**src/rtl/mem_port_arbiter_if.sv**
```systemverilog
// mem_port_arbiter_if: bundles the CPU, loader and memory-side signals of the shared
// memory port. The slave modport is the arbiter. The master modport is its environment:
// the two requesters plus the memory macro.
interface mem_port_arbiter_if #(
   parameter int DATA_W = 32,
   parameter int ADDR_W = 32
);
   // CPU requester
   logic              cpu_req;
   logic              cpu_we;
   logic [ADDR_W-1:0] cpu_adr;
   logic [DATA_W-1:0] cpu_wd;
   logic [DATA_W-1:0] cpu_rd;
   logic              cpu_ack;
   logic              cpu_stall;
   // Loader / debug requester
   logic              ld_req;
   logic              ld_we;
   logic [ADDR_W-1:0] ld_adr;
   logic [DATA_W-1:0] ld_wd;
   logic [DATA_W-1:0] ld_rd;
   logic              ld_ack;
   // Memory macro side
   logic              mem_we;
   logic [ADDR_W-1:0] mem_adr;
   logic [DATA_W-1:0] mem_wd;
   logic [DATA_W-1:0] mem_rd;

   modport slave (
      input  cpu_req, cpu_we, cpu_adr, cpu_wd,
      output cpu_rd, cpu_ack, cpu_stall,
      input  ld_req, ld_we, ld_adr, ld_wd,
      output ld_rd, ld_ack,
      output mem_we, mem_adr, mem_wd,
      input  mem_rd
   );

   modport master (
      output cpu_req, cpu_we, cpu_adr, cpu_wd,
      input  cpu_rd, cpu_ack, cpu_stall,
      output ld_req, ld_we, ld_adr, ld_wd,
      input  ld_rd, ld_ack,
      input  mem_we, mem_adr, mem_wd,
      output mem_rd
   );
endinterface

```
**src/rtl/mem_port_arbiter.sv**
```systemverilog
// mem_port_arbiter: serialises CPU and loader accesses onto the single unified memory,
// inserting WAIT_CYCLES wait states and returning a one-cycle ack per access.
// Optional loader starvation guard is enabled by defining MEM_ARB_STARVE_GUARD_EN;
// without it the CPU always has strict priority.
module mem_port_arbiter #(
   parameter int DATA_W       = 32,
   parameter int ADDR_W       = 32,
   parameter int WAIT_CYCLES  = 1,
   parameter int STARVE_LIMIT = 4
) (
   input  logic              clk,
   input  logic              reset,
   mem_port_arbiter_if.slave bus
);

   typedef enum logic [1:0] {
      S_IDLE = 2'd0,
      S_BUSY = 2'd1,
      S_RESP = 2'd2
   } state_t;

   typedef enum logic {
      OWN_CPU = 1'b0,
      OWN_LD  = 1'b1
   } owner_t;

   state_t            r_state;
   state_t            w_state_next;
   owner_t            r_owner;
   logic              r_we;
   logic [ADDR_W-1:0] r_adr;
   logic [DATA_W-1:0] r_wd;
   logic [3:0]        r_cnt;
   logic [DATA_W-1:0] r_cpu_rd;
   logic [DATA_W-1:0] r_ld_rd;
   logic              r_cpu_ack;
   logic              r_ld_ack;
   logic              r_mem_we;

   logic              w_any_req;
   logic              w_ld_wins;
   logic              w_grant;
   logic              w_done;

   assign w_any_req = bus.cpu_req | bus.ld_req;

`ifdef MEM_ARB_STARVE_GUARD_EN
   logic [3:0] r_starve;
   logic       w_starved;

   assign w_starved = (r_starve == 4'(STARVE_LIMIT));
   // The loader only beats a requesting CPU once it has been passed over STARVE_LIMIT times
   assign w_ld_wins = bus.ld_req & (~bus.cpu_req | w_starved);

   // Count CPU grants made over a waiting loader; clear when the loader wins or stops asking
   always_ff @(posedge clk or negedge reset) begin
      if (!reset) begin
         r_starve <= '0;
      end else if (w_grant) begin
         if (w_ld_wins || !bus.ld_req) begin
            r_starve <= '0;
         end else if (!w_starved) begin
            r_starve <= r_starve + 4'd1;
         end
      end
   end
`else
   logic w_unused_starve_limit;

   // The limit only matters to the guard; strict CPU priority otherwise
   assign w_unused_starve_limit = (STARVE_LIMIT != 0);
   assign w_ld_wins = bus.ld_req & ~bus.cpu_req;
`endif

   // State register
   always_ff @(posedge clk or negedge reset) begin
      if (!reset) begin
         r_state <= S_IDLE;
      end else begin
         r_state <= w_state_next;
      end
   end

   // Next state: grant in IDLE, count out the wait states in BUSY, one RESP cycle, back to IDLE
   always_comb begin
      w_state_next = r_state;
      w_grant      = 1'b0;
      w_done       = 1'b0;
      case (r_state)
         S_IDLE: begin
            if (w_any_req) begin
               w_grant      = 1'b1;
               w_state_next = S_BUSY;
            end
         end
         S_BUSY: begin
            if (r_cnt == 4'd0) begin
               w_done       = 1'b1;
               w_state_next = S_RESP;
            end
         end
         S_RESP: begin
            w_state_next = S_IDLE;
         end
         default: begin
            w_state_next = S_IDLE;
         end
      endcase
   end

   // Latch the winner's access at grant; these drive the memory and hold while idle
   always_ff @(posedge clk or negedge reset) begin
      if (!reset) begin
         r_owner <= OWN_CPU;
         r_we    <= 1'b0;
         r_adr   <= '0;
         r_wd    <= '0;
      end else if (w_grant) begin
         r_owner <= w_ld_wins ? OWN_LD : OWN_CPU;
         r_we    <= w_ld_wins ? bus.ld_we  : bus.cpu_we;
         r_adr   <= w_ld_wins ? bus.ld_adr : bus.cpu_adr;
         r_wd    <= w_ld_wins ? bus.ld_wd  : bus.cpu_wd;
      end
   end

   // Wait-state counter: loaded at grant, decremented through BUSY down to zero
   always_ff @(posedge clk or negedge reset) begin
      if (!reset) begin
         r_cnt <= '0;
      end else if (w_grant) begin
         r_cnt <= 4'(WAIT_CYCLES);
      end else if (r_state == S_BUSY && r_cnt != 4'd0) begin
         r_cnt <= r_cnt - 4'd1;
      end
   end

   // Write strobe lives only in the first BUSY cycle so each access writes exactly once
   always_ff @(posedge clk or negedge reset) begin
      if (!reset) begin
         r_mem_we <= 1'b0;
      end else begin
         r_mem_we <= w_grant & (w_ld_wins ? bus.ld_we : bus.cpu_we);
      end
   end

   // Completion: pulse the owner's ack for the RESP cycle and capture read data for reads
   always_ff @(posedge clk or negedge reset) begin
      if (!reset) begin
         r_cpu_ack <= 1'b0;
         r_ld_ack  <= 1'b0;
         r_cpu_rd  <= '0;
         r_ld_rd   <= '0;
      end else begin
         r_cpu_ack <= w_done & (r_owner == OWN_CPU);
         r_ld_ack  <= w_done & (r_owner == OWN_LD);
         if (w_done && !r_we) begin
            if (r_owner == OWN_CPU) begin
               r_cpu_rd <= bus.mem_rd;
            end else begin
               r_ld_rd <= bus.mem_rd;
            end
         end
      end
   end

   assign bus.mem_we    = r_mem_we;
   assign bus.mem_adr   = r_adr;
   assign bus.mem_wd    = r_wd;
   assign bus.cpu_rd    = r_cpu_rd;
   assign bus.cpu_ack   = r_cpu_ack;
   assign bus.ld_rd     = r_ld_rd;
   assign bus.ld_ack    = r_ld_ack;
   // The CPU FSM holds while its request is outstanding, released in the ack cycle
   assign bus.cpu_stall = bus.cpu_req & ~r_cpu_ack;

endmodule

```
**src/flat_wrapper.sv**
```systemverilog
// flat-port wrapper written by rule: the top's interface ports become plain ports
module mem_port_arbiter_flat 
#(
   parameter int DATA_W       = 32,
   parameter int ADDR_W       = 32,
   parameter int WAIT_CYCLES  = 1,
   parameter int STARVE_LIMIT = 4
)
  (clk, reset, bus_cpu_req, bus_cpu_we, bus_cpu_adr, bus_cpu_wd, bus_cpu_rd, bus_cpu_ack, bus_cpu_stall, bus_ld_req, bus_ld_we, bus_ld_adr, bus_ld_wd, bus_ld_rd, bus_ld_ack, bus_mem_we, bus_mem_adr, bus_mem_wd, bus_mem_rd);
  mem_port_arbiter_if #(.DATA_W(DATA_W), .ADDR_W(ADDR_W)) bus_i ();
  input  logic clk;
  input  logic reset;
  input wire logic [$bits(bus_i.cpu_req)-1:0] bus_cpu_req;
  input wire logic [$bits(bus_i.cpu_we)-1:0] bus_cpu_we;
  input wire logic [$bits(bus_i.cpu_adr)-1:0] bus_cpu_adr;
  input wire logic [$bits(bus_i.cpu_wd)-1:0] bus_cpu_wd;
  output wire logic [$bits(bus_i.cpu_rd)-1:0] bus_cpu_rd;
  output wire logic [$bits(bus_i.cpu_ack)-1:0] bus_cpu_ack;
  output wire logic [$bits(bus_i.cpu_stall)-1:0] bus_cpu_stall;
  input wire logic [$bits(bus_i.ld_req)-1:0] bus_ld_req;
  input wire logic [$bits(bus_i.ld_we)-1:0] bus_ld_we;
  input wire logic [$bits(bus_i.ld_adr)-1:0] bus_ld_adr;
  input wire logic [$bits(bus_i.ld_wd)-1:0] bus_ld_wd;
  output wire logic [$bits(bus_i.ld_rd)-1:0] bus_ld_rd;
  output wire logic [$bits(bus_i.ld_ack)-1:0] bus_ld_ack;
  output wire logic [$bits(bus_i.mem_we)-1:0] bus_mem_we;
  output wire logic [$bits(bus_i.mem_adr)-1:0] bus_mem_adr;
  output wire logic [$bits(bus_i.mem_wd)-1:0] bus_mem_wd;
  input wire logic [$bits(bus_i.mem_rd)-1:0] bus_mem_rd;
  assign bus_i.cpu_req = bus_cpu_req;
  assign bus_i.cpu_we = bus_cpu_we;
  assign bus_i.cpu_adr = bus_cpu_adr;
  assign bus_i.cpu_wd = bus_cpu_wd;
  assign bus_cpu_rd = bus_i.cpu_rd;
  assign bus_cpu_ack = bus_i.cpu_ack;
  assign bus_cpu_stall = bus_i.cpu_stall;
  assign bus_i.ld_req = bus_ld_req;
  assign bus_i.ld_we = bus_ld_we;
  assign bus_i.ld_adr = bus_ld_adr;
  assign bus_i.ld_wd = bus_ld_wd;
  assign bus_ld_rd = bus_i.ld_rd;
  assign bus_ld_ack = bus_i.ld_ack;
  assign bus_mem_we = bus_i.mem_we;
  assign bus_mem_adr = bus_i.mem_adr;
  assign bus_mem_wd = bus_i.mem_wd;
  assign bus_i.mem_rd = bus_mem_rd;
  mem_port_arbiter #(.DATA_W(DATA_W), .ADDR_W(ADDR_W), .WAIT_CYCLES(WAIT_CYCLES), .STARVE_LIMIT(STARVE_LIMIT)) u_core (.clk(clk), .reset(reset), .bus(bus_i));
endmodule
```
**config.mk**
```make
export PLATFORM = sky130hd
export DESIGN_NAME = mem_port_arbiter_flat
export DESIGN_NICKNAME = d
export VERILOG_FILES = /design/src/rtl/mem_port_arbiter_if.sv /design/src/rtl/mem_port_arbiter.sv /design/src/flat_wrapper.sv
export SDC_FILE = /design/constraint.sdc
export NUM_CORES = 1
export LEC_CHECK = 0
export ABC_AREA = 1
export BUFFER_PORTS_ARGS = -buffer_cell sky130_fd_sc_hd__buf_2
export CORE_MARGIN = 2
export CORE_UTILIZATION = 50
export CTS_CLUSTER_SIZE = 24
export DETAILED_ROUTE_END_ITERATION = 16
export HOLD_SLACK_MARGIN = 0.05
export PLACE_DENSITY = 0.9
export SETUP_SLACK_MARGIN = 0.4
export SLEW_MARGIN = 10
export SYNTH_ARGS = -nofsm -noshare
export SYNTH_HDL_FRONTEND = slang
export SYNTH_SLANG_ARGS = --single-unit
```
**constraint.sdc**
```tcl
create_clock -name clk -period 3.19 [get_ports clk]
set_clock_uncertainty 0.05 [all_clocks]
set_input_delay 0.638 -clock clk [delete_from_list [all_inputs] [get_ports clk]]
set_output_delay 0.638 -clock clk [all_outputs]
set_load 0.02 [all_outputs]
```
==> out/metrics.json, run 1 <==
{
  "run_status": {
    "run_status": "completed"
  },
  "clock_network": {
    "tritoncts": "yes",
    "tritoncts_num_sinks": 139,
    "clk_pin_slew_ns": 0.06,
    "worst_skew_pair.late_latency_ns": 0.42,
    "clk_path_buf_depth": 2,
    "hold_buffers": 0,
    "cts-resized-gates": 0,
    "ctsHtreeMaxLevel": 4,
    "cts-buffers-inserted": 17,
    "clockRootBuffer": "clkbuf_16",
    "post_cts_setup_repair_buffer_count": 0
  },
  "setup_path": {
    "critical-path-slowest-cell": "inv_2",
    "rrSetupSlack_ns": 1.13,
    "max_stage_delay_ns": 0.36,
    "critical_path.max_fanout": 27,
    "r2r-start": "u_core.r_cnt[0]",
    "worst_setup_path_start_kind": "input port",
    "worst_ep_required_time_ns": 2.50,
    "regToRegEndpoint": "u_core.bus.ld_rd[30]",
    "end_kind": "output port",
    "critPathArrivalTime_ns": 1.40,
    "crit_type": "in2out",
    "crit_chain": "buf_2, inv_2, nor2_1, buf_2",
    "ff2ff_path_depth": 7,
    "path_common_cell": "buf_2"
  },
  "sta": {
    "drv_slew": 0,
    "finalHoldViolCount": 0,
    "totalNegativeSetupSlack_ns": 0,
    "final.min_clock_period_ns": 2.09,
    "fmaxAchievable_mhz": 479,
    "fin_crit_sh_pct": 65.4,
    "setup_viol_count_final": 0,
    "rsz0062_at_grt": "no",
    "max_slew.worst_pin.slew_ns": 0.620,
    "max_slew_margin_pct": 58.5
  },
  "route": {
    "routed-via-count": 6317,
    "routed_wirelength_um": 18900,
    "final_antenna_net_count": 0,
    "drt-wirelength-per-cell_um": 16.3,
    "post_drt_via_cell_ratio": 5.46,
    "drt_drc_violations_left": 0,
    "drt-pass1-iter-count": 5,
    "dr.first_iter.drc_count": 632
  },
  "placed_design": {
    "finalWeightedCongestion": 0.904,
    "dpl.hpwl_um": 13100,
    "placement.cell_area_um2": 7880,
    "port-buffer-count": 297
  },
  "synth": {
    "synth_top_family_by_area": "simple AND/OR/NAND/NOR gates",
    "share_of_synthesized_area_spent_on_multiplexers_pct": 0,
    "yosys.area.top_type": "dfrtp_1",
    "post_synthesis_register_bit_count": 139,
    "synth.area.top_cells": "dfrtp_1 55%, nand2_1 12%, nand3_1 10%",
    "yosysWarningCount": 0,
    "postSynthNetCount": 872,
    "synth_simple_gate_area_share_pct": 30.3,
    "synth_cells": 704,
    "yosys.area_share.adder_pct": 0.397,
    "compound_gate_portion_of_the_synthesized_area_pct": 8.06,
    "yosysSeqAreaShare_pct": 55.2,
    "avgSynthCellArea_um2": 8.96,
    "synthDominantCellAreaShare_pct": 55.2,
    "synthesis.area_um2": 6310,
    "yosys.cell_types.count": 20,
    "yosys.area_share.xor_xnor_pct": 0.139
  },
  "die": {
    "die_y_um": 116,
    "placement_rows": 41,
    "die_area_um2": 13500,
    "top_level_ports": 298,
    "std_cell_core_area_um2": 12500,
    "die_w_um": 116,
    "initial_core_utilization_pct": 50.6
  },
  "finish": {
    "final.fill_count": 1001,
    "fin_area_um2": 8430,
    "area_growth_syn_to_layout_pct": 33.6,
    "final_nets": 1143,
    "utilization_of_the_core_after_routing_pct": 67.6,
    "antennaDiodeCount": 0,
    "final_layout_size_suffix_gt1_share_pct": 35.2
  },
  "power_and_ir_drop": {
    "power.static_leakage_nw": 4.33,
    "total_power_mw": 9.25,
    "powerDensity_nw_per_um2": 1100,
    "power.ir.vdd_worst_mv": 0.607
  },
  "flow_run": {
    "drv_cap": 0
  },
  "grt": {
    "grt_start_max_net_pins": 59,
    "grt_first_pass_wirelength_um": 29000,
    "number_of_antenna_violations_at_the_first_check_in_global_routing": 0,
    "grt-ovfl-total": 0,
    "grt_pass1_vias": 5836,
    "grt_use_total_pct": 27.7
  },
  "min_path": {
    "min_path_type": "in2async"
  }
}
-- power by group --
| part | leakage (nW) | internal [mW] | switching [mW] |
|---|---|---|---|
| logic | 2.45 | 1.44 | 2.80 |
| clock network | 0.270 | 1.16 | 0.709 |
| registers | 1.61 | 2.66 | 0.484 |
-- final cells by class --
class	count	area, um^2	share of cell area [%]
inverters	12	45.0	0.535
flip-flops and latches	139	3480	41.3
repair buffers	314	1670	19.8
well taps	172	215	2.55
clock inverters	8	96.3	1.14
multi-input cells	491	2470	29.3
clock buffers	22	454	5.39
-- cell usage after synthesis --
cell      count
or2_2         1
buf_4         6
a22oi_1       1
a21oi_1       1
nor2_2        2
dfrtp_1     139
nand3_1     132
nand2_1     209
nand4_1      67
nor2_1        8
o21ai_0       3
buf_2        34
xor2_1        1
inv_1        11
inv_2         1
o21a_1       64
clkbuf_1     11
buf_1         7
buf_6         4
ha_1          2
-- worst max-delay path by stage --
stage                     cells past startpoint                    end             from
final                                         4          bus_cpu_stall      bus_cpu_req
after global routing                          7   u_core.bus.ld_rd[30]  u_core.r_cnt[0]
after CTS                                     4          bus_cpu_stall      bus_cpu_req
after detailed placement                      6  u_core.bus.mem_wd[21]      bus_cpu_req
after global placement                        4          bus_cpu_stall      bus_cpu_req
after floorplan                               3          bus_cpu_stall      bus_cpu_req
-- placed cells by master (no fill, tap or decap) --
| master | instances |
|---|---|
| clkbuf_1 | 4 |
| clkbuf_16 | 17 |
| inv_1 | 9 |
| clkinvlp_4 | 1 |
| nand2_1 | 208 |
| nor2_1 | 8 |
| nand2_2 | 1 |
| clkinv_2 | 4 |
| buf_2 | 296 |
| buf_6 | 1 |
| nand4_1 | 67 |
| o21ai_0 | 3 |
| bufinv_16 | 2 |
| a22oi_1 | 1 |
| inv_2 | 3 |
| a21oi_1 | 1 |
| clkbuf_8 | 1 |
| nand3_1 | 132 |
| buf_12 | 4 |
| clkinv_4 | 1 |
| nor2_4 | 2 |
| dfrtp_1 | 139 |
| buf_4 | 13 |
| xor2_1 | 1 |
| o21a_1 | 64 |
| ha_1 | 2 |
| or2_2 | 1 |
-- critical path: cells and delay by family --
kind          cells  cell delay, ns
simple gates      1            0.10
buf+inv           3            0.66
-- sequential cells by signal, indices dropped and copies added (netlist names) --
| register | flops |
|---|---|
| u_core.r_we | 1 |
| u_core.bus.mem_adr | 32 |
| u_core.r_state | 2 |
| u_core.bus.ld_rd | 32 |
| u_core.bus.ld_ack | 1 |
| u_core.bus.mem_wd | 32 |
| u_core.bus.cpu_rd | 32 |
| u_core.bus.mem_we | 1 |
| u_core.r_cnt | 4 |
| u_core.r_owner | 1 |
| u_core.bus.cpu_ack | 1 |
-- layer usage --
| metal | part of all wire, % | wire (um) | up-vias | track usage (%) |
|---|---|---|---|---|
| li1 | - | - | 2947 | - |
| met3 | 7.3 | 1380 | 61 | 7.32 |
| met1 | 39 | 7420 | 3012 | 35.6 |
| met4 | 4.1 | 779 | 0 | 13.6 |
| met5 | 0 | 0 | - | 0 |
| met2 | 49 | 9280 | 297 | 43.6 |
-- kinds of logic (layout without fill, tap and decap cells) --
kind of cell,Yosys count,count (layout)
AND/OR/NAND/NOR,419,419
flip-flops,139,139
buffers and inverters,74,356
AO/OA/AOI/OAI,69,69
adder cells (fa/ha/maj),2,2
XOR/XNOR,1,1
-- metrics by stage --
| step | worst slack [ns] | hold WS [ns] | std cells |
|---|---|---|---|
| 6_report | 1.10 | 0.112 | 1158 |
| 5_1_grt | 0.929 | 0.150 | 1158 |
| 2_1_floorplan | 1.33 | 0.292 | 704 |
| 4_1_cts | 1.09 | 0.128 | 1158 |
| 3_3_place_gp | 1.11 | 0.400 | 1128 |
| 3_5_place_dp | 1.07 | 0.403 | 1128 |
(Power assumes the default switching activity.)
==> inputs of run 2 (changes only) <==
CORE_UTILIZATION = 42   (was 50)
PLACE_DENSITY = 0.81   (was 0.9)
clock period = 1.8 ns   (was 3.19 ns; I/O delays follow)
==> out/metrics.json, run 2 (synthesis results as in run 1) <==
{
  "power_and_ir_drop": {
    "power_switching_share_pct": 40.5,
    "power.combinational.fraction_pct": 55.2,
    "power_frac_clock_pct": 16.9,
    "powerDensity_nw_per_um2": 2000,
    "p_int_mw": 12.2,
    "power_switching_mw": 8.32,
    "seq_power_share_pct": 27.9,
    "power.ir.vdd_worst_mv": 1.07,
    "power.static_leakage_nw": 5.15
  },
  "grt": {
    "number_of_antenna_violations_at_the_first_check_in_global_routing": 0,
    "grt_use_total_pct": 26.4,
    "grt_first_pass_wirelength_um": 33400,
    "grt_pass1_vias": 6549,
    "grt-ovfl-total": 0,
    "grt_start_max_net_pins": 67
  },
  "clock_network": {
    "clockRootBuffer": "clkbuf_16",
    "tritoncts_num_sinks": 139,
    "tritoncts": "yes",
    "worst_skew_pair.late_latency_ns": 0.42,
    "clk_path_buf_depth": 2,
    "cts-buffers-inserted": 17,
    "ctsHtreeMaxLevel": 4,
    "clk_pin_slew_ns": 0.06
  },
  "route": {
    "dr.first_iter.drc_count": 472,
    "drt-pass1-iter-count": 5,
    "routed-via-count": 6992,
    "drt-wirelength-per-cell_um": 19.0,
    "final_antenna_net_count": 0,
    "routed_wirelength_um": 24100,
    "drt_drc_violations_left": 0,
    "post_drt_via_cell_ratio": 5.54
  },
  "sta": {
    "fmaxAchievable_mhz": 663,
    "rsz0062_at_grt": "yes",
    "totalNegativeSetupSlack_ns": 0,
    "fin_crit_sh_pct": 83.8,
    "setup_viol_count_final": 0,
    "drv_slew": 0,
    "max_slew.worst_pin.slew_ns": 0.425,
    "finalHoldViolCount": 0,
    "final.min_clock_period_ns": 1.51,
    "max_slew_margin_pct": 71.6
  },
  "setup_path": {
    "r2r-start": "u_core.r_state[1]",
    "path_common_cell": "nor2_4",
    "end_kind": "flop",
    "worst_ep_required_time_ns": 2.05,
    "crit_start": "u_core.r_state[1]",
    "max_stage_delay_ns": 0.40,
    "regToRegEndpoint": "u_core.bus.mem_wd[16]",
    "rrSetupSlack_ns": 0.29,
    "critical-path-slowest-cell": "dfrtp_1",
    "ff2ff_path_depth": 7,
    "critPathArrivalTime_ns": 1.76,
    "worst_setup_path_start_kind": "flop",
    "endpoint": "u_core.bus.mem_wd[16]",
    "crit_chain": "nor2_4, inv_2, nor2_4, buf_12, buf_6, nand3_1, o21a_1",
    "crit_type": "reg2reg",
    "critical_path.max_fanout": 9
  },
  "placed_design": {
    "dpl.hpwl_um": 13500,
    "finalWeightedCongestion": 0.903,
    "dp_cells": 1151,
    "port-buffer-count": 297
  },
  "die": {
    "std_cell_core_area_um2": 14600,
    "placement_rows": 44,
    "die_w_um": 127,
    "die_area_um2": 16000,
    "die_y_um": 127,
    "top_level_ports": 298,
    "initial_core_utilization_pct": 43.2
  },
  "finish": {
    "final-instance-count-excl-fill": 1263,
    "layout_common_cells": "224 x buf_2, 199 x nand2_1, 138 x dfrtp_1",
    "final_layout_size_suffix_gt1_share_pct": 44.5,
    "area_growth_syn_to_layout_pct": 62.6,
    "multiInputGateArea_um2": 2640,
    "antennaDiodeCount": 0,
    "seqCellArea_um2": 3480,
    "final_nets": 1236,
    "final.fill_count": 1056,
    "layout_commonest_cell": "buf_2"
  },
  "run_status": {
    "run_status": "completed"
  },
  "min_path": {
    "min_path_type": "in2reg"
  },
  "flow_run": {
    "drv_cap": 0
  }
}
## run 2: changes by cell type in the layout (fill, tap and decap cells not counted), moves of 4 or more
cell       change
buf_2         -72
buf_8         +11
buf_6         +52
nand2_2        +8
nor2_1         -4
buf_16         +6
nand3_1       -19
clkbuf_16     +11
buf_4         +75
nand3_2       +18
buf_12         +7
nand2_1        -9
inv_1          -4
## run 2: worst min path at each step
stage	startpoint	endpoint	slack [ns]	depth (start not counted)
2_1_floorplan	reset	u_core.bus.cpu_ack	0.01	0
3_3_place_gp	reset	u_core.bus.ld_rd[10]	0.26	1
3_5_place_dp	reset	u_core.bus.ld_rd[10]	0.26	1
4_1_cts	bus_cpu_req	u_core.r_owner	0.14	2
5_1_grt	bus_cpu_req	u_core.r_owner	0.14	2
6_report	bus_mem_rd[19]	u_core.bus.ld_rd[19]	0.15	3
## run 2: final cells by class
class / instances / area share, %
Clock inverter: 7 / 0.879
Tap cell: 184 / 2.25
Inverter: 12 / 0.464
Multi-Input combinational cell: 491 / 25.7
Timing Repair Buffer: 407 / 32.0
Clock buffer: 23 / 4.76
Sequential cell: 139 / 33.9
## run 2: power by group through the flow
stage	combinational [mW]	sequential (mW)	clock [mW]
6_report	11.3	5.74	3.46
5_1_grt	12.0	5.87	3.66
4_1_cts	8.67	5.55	3.49
3_5_place_dp	7.86	5.56	0
3_3_place_gp	7.65	5.52	0
2_1_floorplan	3.16	7.35	0
## run 2: metrics by stage
stage	area (um^2)	hold WS, ns	utilization (%)	power, mW	worst slack [ns]
after floorplan	6350	0.0144	-	10.5	0.369
after global placement	8060	0.265	55.3	13.2	0.217
after detailed placement	8060	0.260	55.3	13.4	0.166
after CTS	9060	0.137	62.1	17.7	0.335
after global routing	10300	0.144	70.3	21.6	0.235
final	10300	0.149	70.3	20.5	0.292
## run 2: routing by layer
metal / track usage [%] / up-vias / routed length, um
met3: 6.41 / 74 / 2030
met1: 33.0 / 3372 / 9190
li1: - / 3151 / -
met2: 44.4 / 395 / 12000
met5: 0 / - / 0
met4: 10.0 / 0 / 884
## run 2: worst max-delay path, delay by kind of cell, from the launching register on
family | cells | cell delay, ns
compound gates | 1 | 0.15
buf+inv | 3 | 0.39
flops | 1 | 0.40
simple gates | 3 | 0.41
## run 2: timing repair
action	in CTS	in global routing
buffers inserted	10	52
pin swaps	6	38
cloned	8	11
setup endpoints to repair	137	207
resized for setup	35	170
hold endpoints to repair	37	0
hold buffers	1	0
==> inputs of run 3 (changes only) <==
CORE_UTILIZATION = 47   (was 42)
PLACE_DENSITY = 0.86   (was 0.81)
clock period = 1.55 ns   (was 1.8 ns; I/O delays follow)
==> out/metrics.json, run 3 (synthesis results as in run 1) <==
{
  "run_status": {
    "run_status": "complete, but fails checks",
    "violations": "negative setup slack"
  },
  "sta": {
    "fin_crit_sh_pct": 116,
    "hold_slack_ns": 0.109,
    "fmaxAchievable_mhz": 555,
    "max_slew.worst_pin.slew_ns": 0.383,
    "finalHoldViolCount": 0,
    "setup_viol_count_final": 123,
    "final_critical_path_setup_slack_ns": -0.250,
    "final.min_clock_period_ns": 1.80,
    "drv_slew": 0,
    "max_slew_margin_pct": 74.5,
    "totalNegativeSetupSlack_ns": -12.29,
    "rsz0062_at_grt": "yes"
  },
  "flow_run": {
    "drv_cap": 0
  },
  "route": {
    "routed_wirelength_um": 32700,
    "final_antenna_net_count": 0,
    "dr.first_iter.drc_count": 1106,
    "post_drt_via_cell_ratio": 6.27,
    "drt-wirelength-per-cell_um": 24.5,
    "routed-via-count": 8357,
    "drt_drc_violations_left": 0,
    "drt-pass1-iter-count": 6
  },
  "power_and_ir_drop": {
    "powerDensity_nw_per_um2": 2430,
    "power.static_leakage_nw": 5.80,
    "power.ir.vdd_worst_mv": 1.74,
    "total_power_mw": 29.0
  },
  "finish": {
    "layout_common_cells": "164 x buf_2, 147 x buf_6, 142 x nand2_1",
    "seqCellArea_um2": 3480,
    "area_growth_syn_to_layout_pct": 89.3,
    "utilization_of_the_core_after_routing_pct": 90.5,
    "final_nets": 1309,
    "final_layout_size_suffix_gt1_share_pct": 56.6,
    "layout_commonest_cell": "buf_2",
    "final.fill_count": 499,
    "multiInputGateArea_um2": 3160
  },
  "die": {
    "std_cell_core_area_um2": 13200,
    "placement_rows": 42,
    "die_area_um2": 14400,
    "initial_core_utilization_pct": 47.8,
    "die_y_um": 120,
    "die_w_um": 120,
    "top_level_ports": 298
  },
  "clock_network": {
    "worst_skew_pair.late_latency_ns": 0.43,
    "clk_path_buf_depth": 2,
    "tritoncts": "yes",
    "clockRootBuffer": "clkbuf_16",
    "cts-buffers-inserted": 17,
    "clk_pin_slew_ns": 0.06,
    "ctsHtreeMaxLevel": 4,
    "tritoncts_num_sinks": 139
  },
  "placed_design": {
    "dpl.hpwl_um": 13400,
    "port-buffer-count": 297,
    "finalWeightedCongestion": 0.889
  },
  "grt": {
    "grt_use_total_pct": 36.0,
    "grt_first_pass_wirelength_um": 39900,
    "number_of_antenna_violations_at_the_first_check_in_global_routing": 4,
    "grt-ovfl-total": 0,
    "grt_start_max_net_pins": 67,
    "grt_pass1_vias": 7570
  },
  "setup_path": {
    "worst_setup_path_start_kind": "flop",
    "critical_path.max_fanout": 8,
    "crit_type": "reg2reg",
    "critPathArrivalTime_ns": 2.05,
    "worst_ep_required_time_ns": 1.80,
    "end_kind": "flop"
  },
  "min_path": {
    "min_path_type": "in2reg"
  }
}
run 3: cell types whose count changed in the layout (fill, tap and decap cells not counted), moves of 8 or more:
cell     before  now
nand2_2       9   47
buf_12       11   20
buf_16        6   14
buf_2       224  164
nand2_4       1   20
buf_6        53  147
buf_4        88  121
nand3_2      18   51
nand3_4       1   10
nand3_1     113   71
nand2_1     199  142
run 3: area by class of cell:
class	count	share of cell area, %
Clock inverter	7	0.545
Multi-Input combinational cell	491	26.4
Timing Repair Buffer	480	37.4
Tap cell	176	1.85
Clock buffer	24	4.12
Inverter	12	0.398
Antenna cell	4	0.0839
Sequential cell	139	29.1
run 3: routing by layer:
layer | vias up | global-route usage [%] | wire length [um]
li1 | 3304 | - | -
met1 | 3945 | 41.0 | 10100
met2 | 826 | 61.4 | 16000
met3 | 282 | 9.74 | 3640
met4 | 0 | 19.8 | 2960
met5 | - | 0 | 0
run 3: path summary, 6_finish.rpt:
kind / startpoint / end / slack, ns / cells past startpoint
worst min register to register: u_core.bus.mem_wd[20] / u_core.bus.mem_wd[20] / 0.46 / 1
min in group asynchronous: reset / u_core.bus.cpu_rd[9] / 0.32 / 2
worst min-delay path: bus_mem_rd[3] / u_core.bus.cpu_rd[3] / 0.11 / 3
worst max-delay path: u_core.r_cnt[1] / u_core.bus.cpu_rd[19] / -0.25 / 10
max in group asynchronous: reset / u_core.bus.mem_adr[2] / 0.58 / 3
worst max register to register: u_core.r_cnt[1] / u_core.bus.cpu_rd[19] / -0.25 / 10
run 3: repair_timing:
item | CTS | global route
hold endpoints to repair | 29 | 0
endpoints found under the setup margin | 269 | 271
setup buffers | 69 | 65
hold buffers | 1 | 0
gates cloned | 11 | 10
pin swaps | 5 | 8
gates resized for setup | 310 | 117
run 3: critical path: stages, from the launching register on:
cell and delay (ns):
dfrtp_1 0.41, inv_2 0.12, ha_4 0.18, nand2_4 0.06, nor2_4 0.12, buf_6 0.11, nand4_1 0.08, buf_6 0.17
clkbuf_16 0.18, nand2_1 0.09, nand2_1 0.09
run 3: stage by stage:
step	worst slack (ns)	instance area, um^2	cells
floorplan	0.120	6640	704
global placement	0.101	8310	1142
detailed placement	0.0325	8310	1142
CTS	0.0502	10700	1254
global route	-0.264	11900	1332
finish	-0.250	11900	1333
run 3: power breakdown:
part	switching [mW]	total, mW	internal (mW)
registers	1.64	7.11	5.48
clock network	1.59	3.95	2.36
logic	8.71	17.9	9.20
total	11.9	29.0	17.0
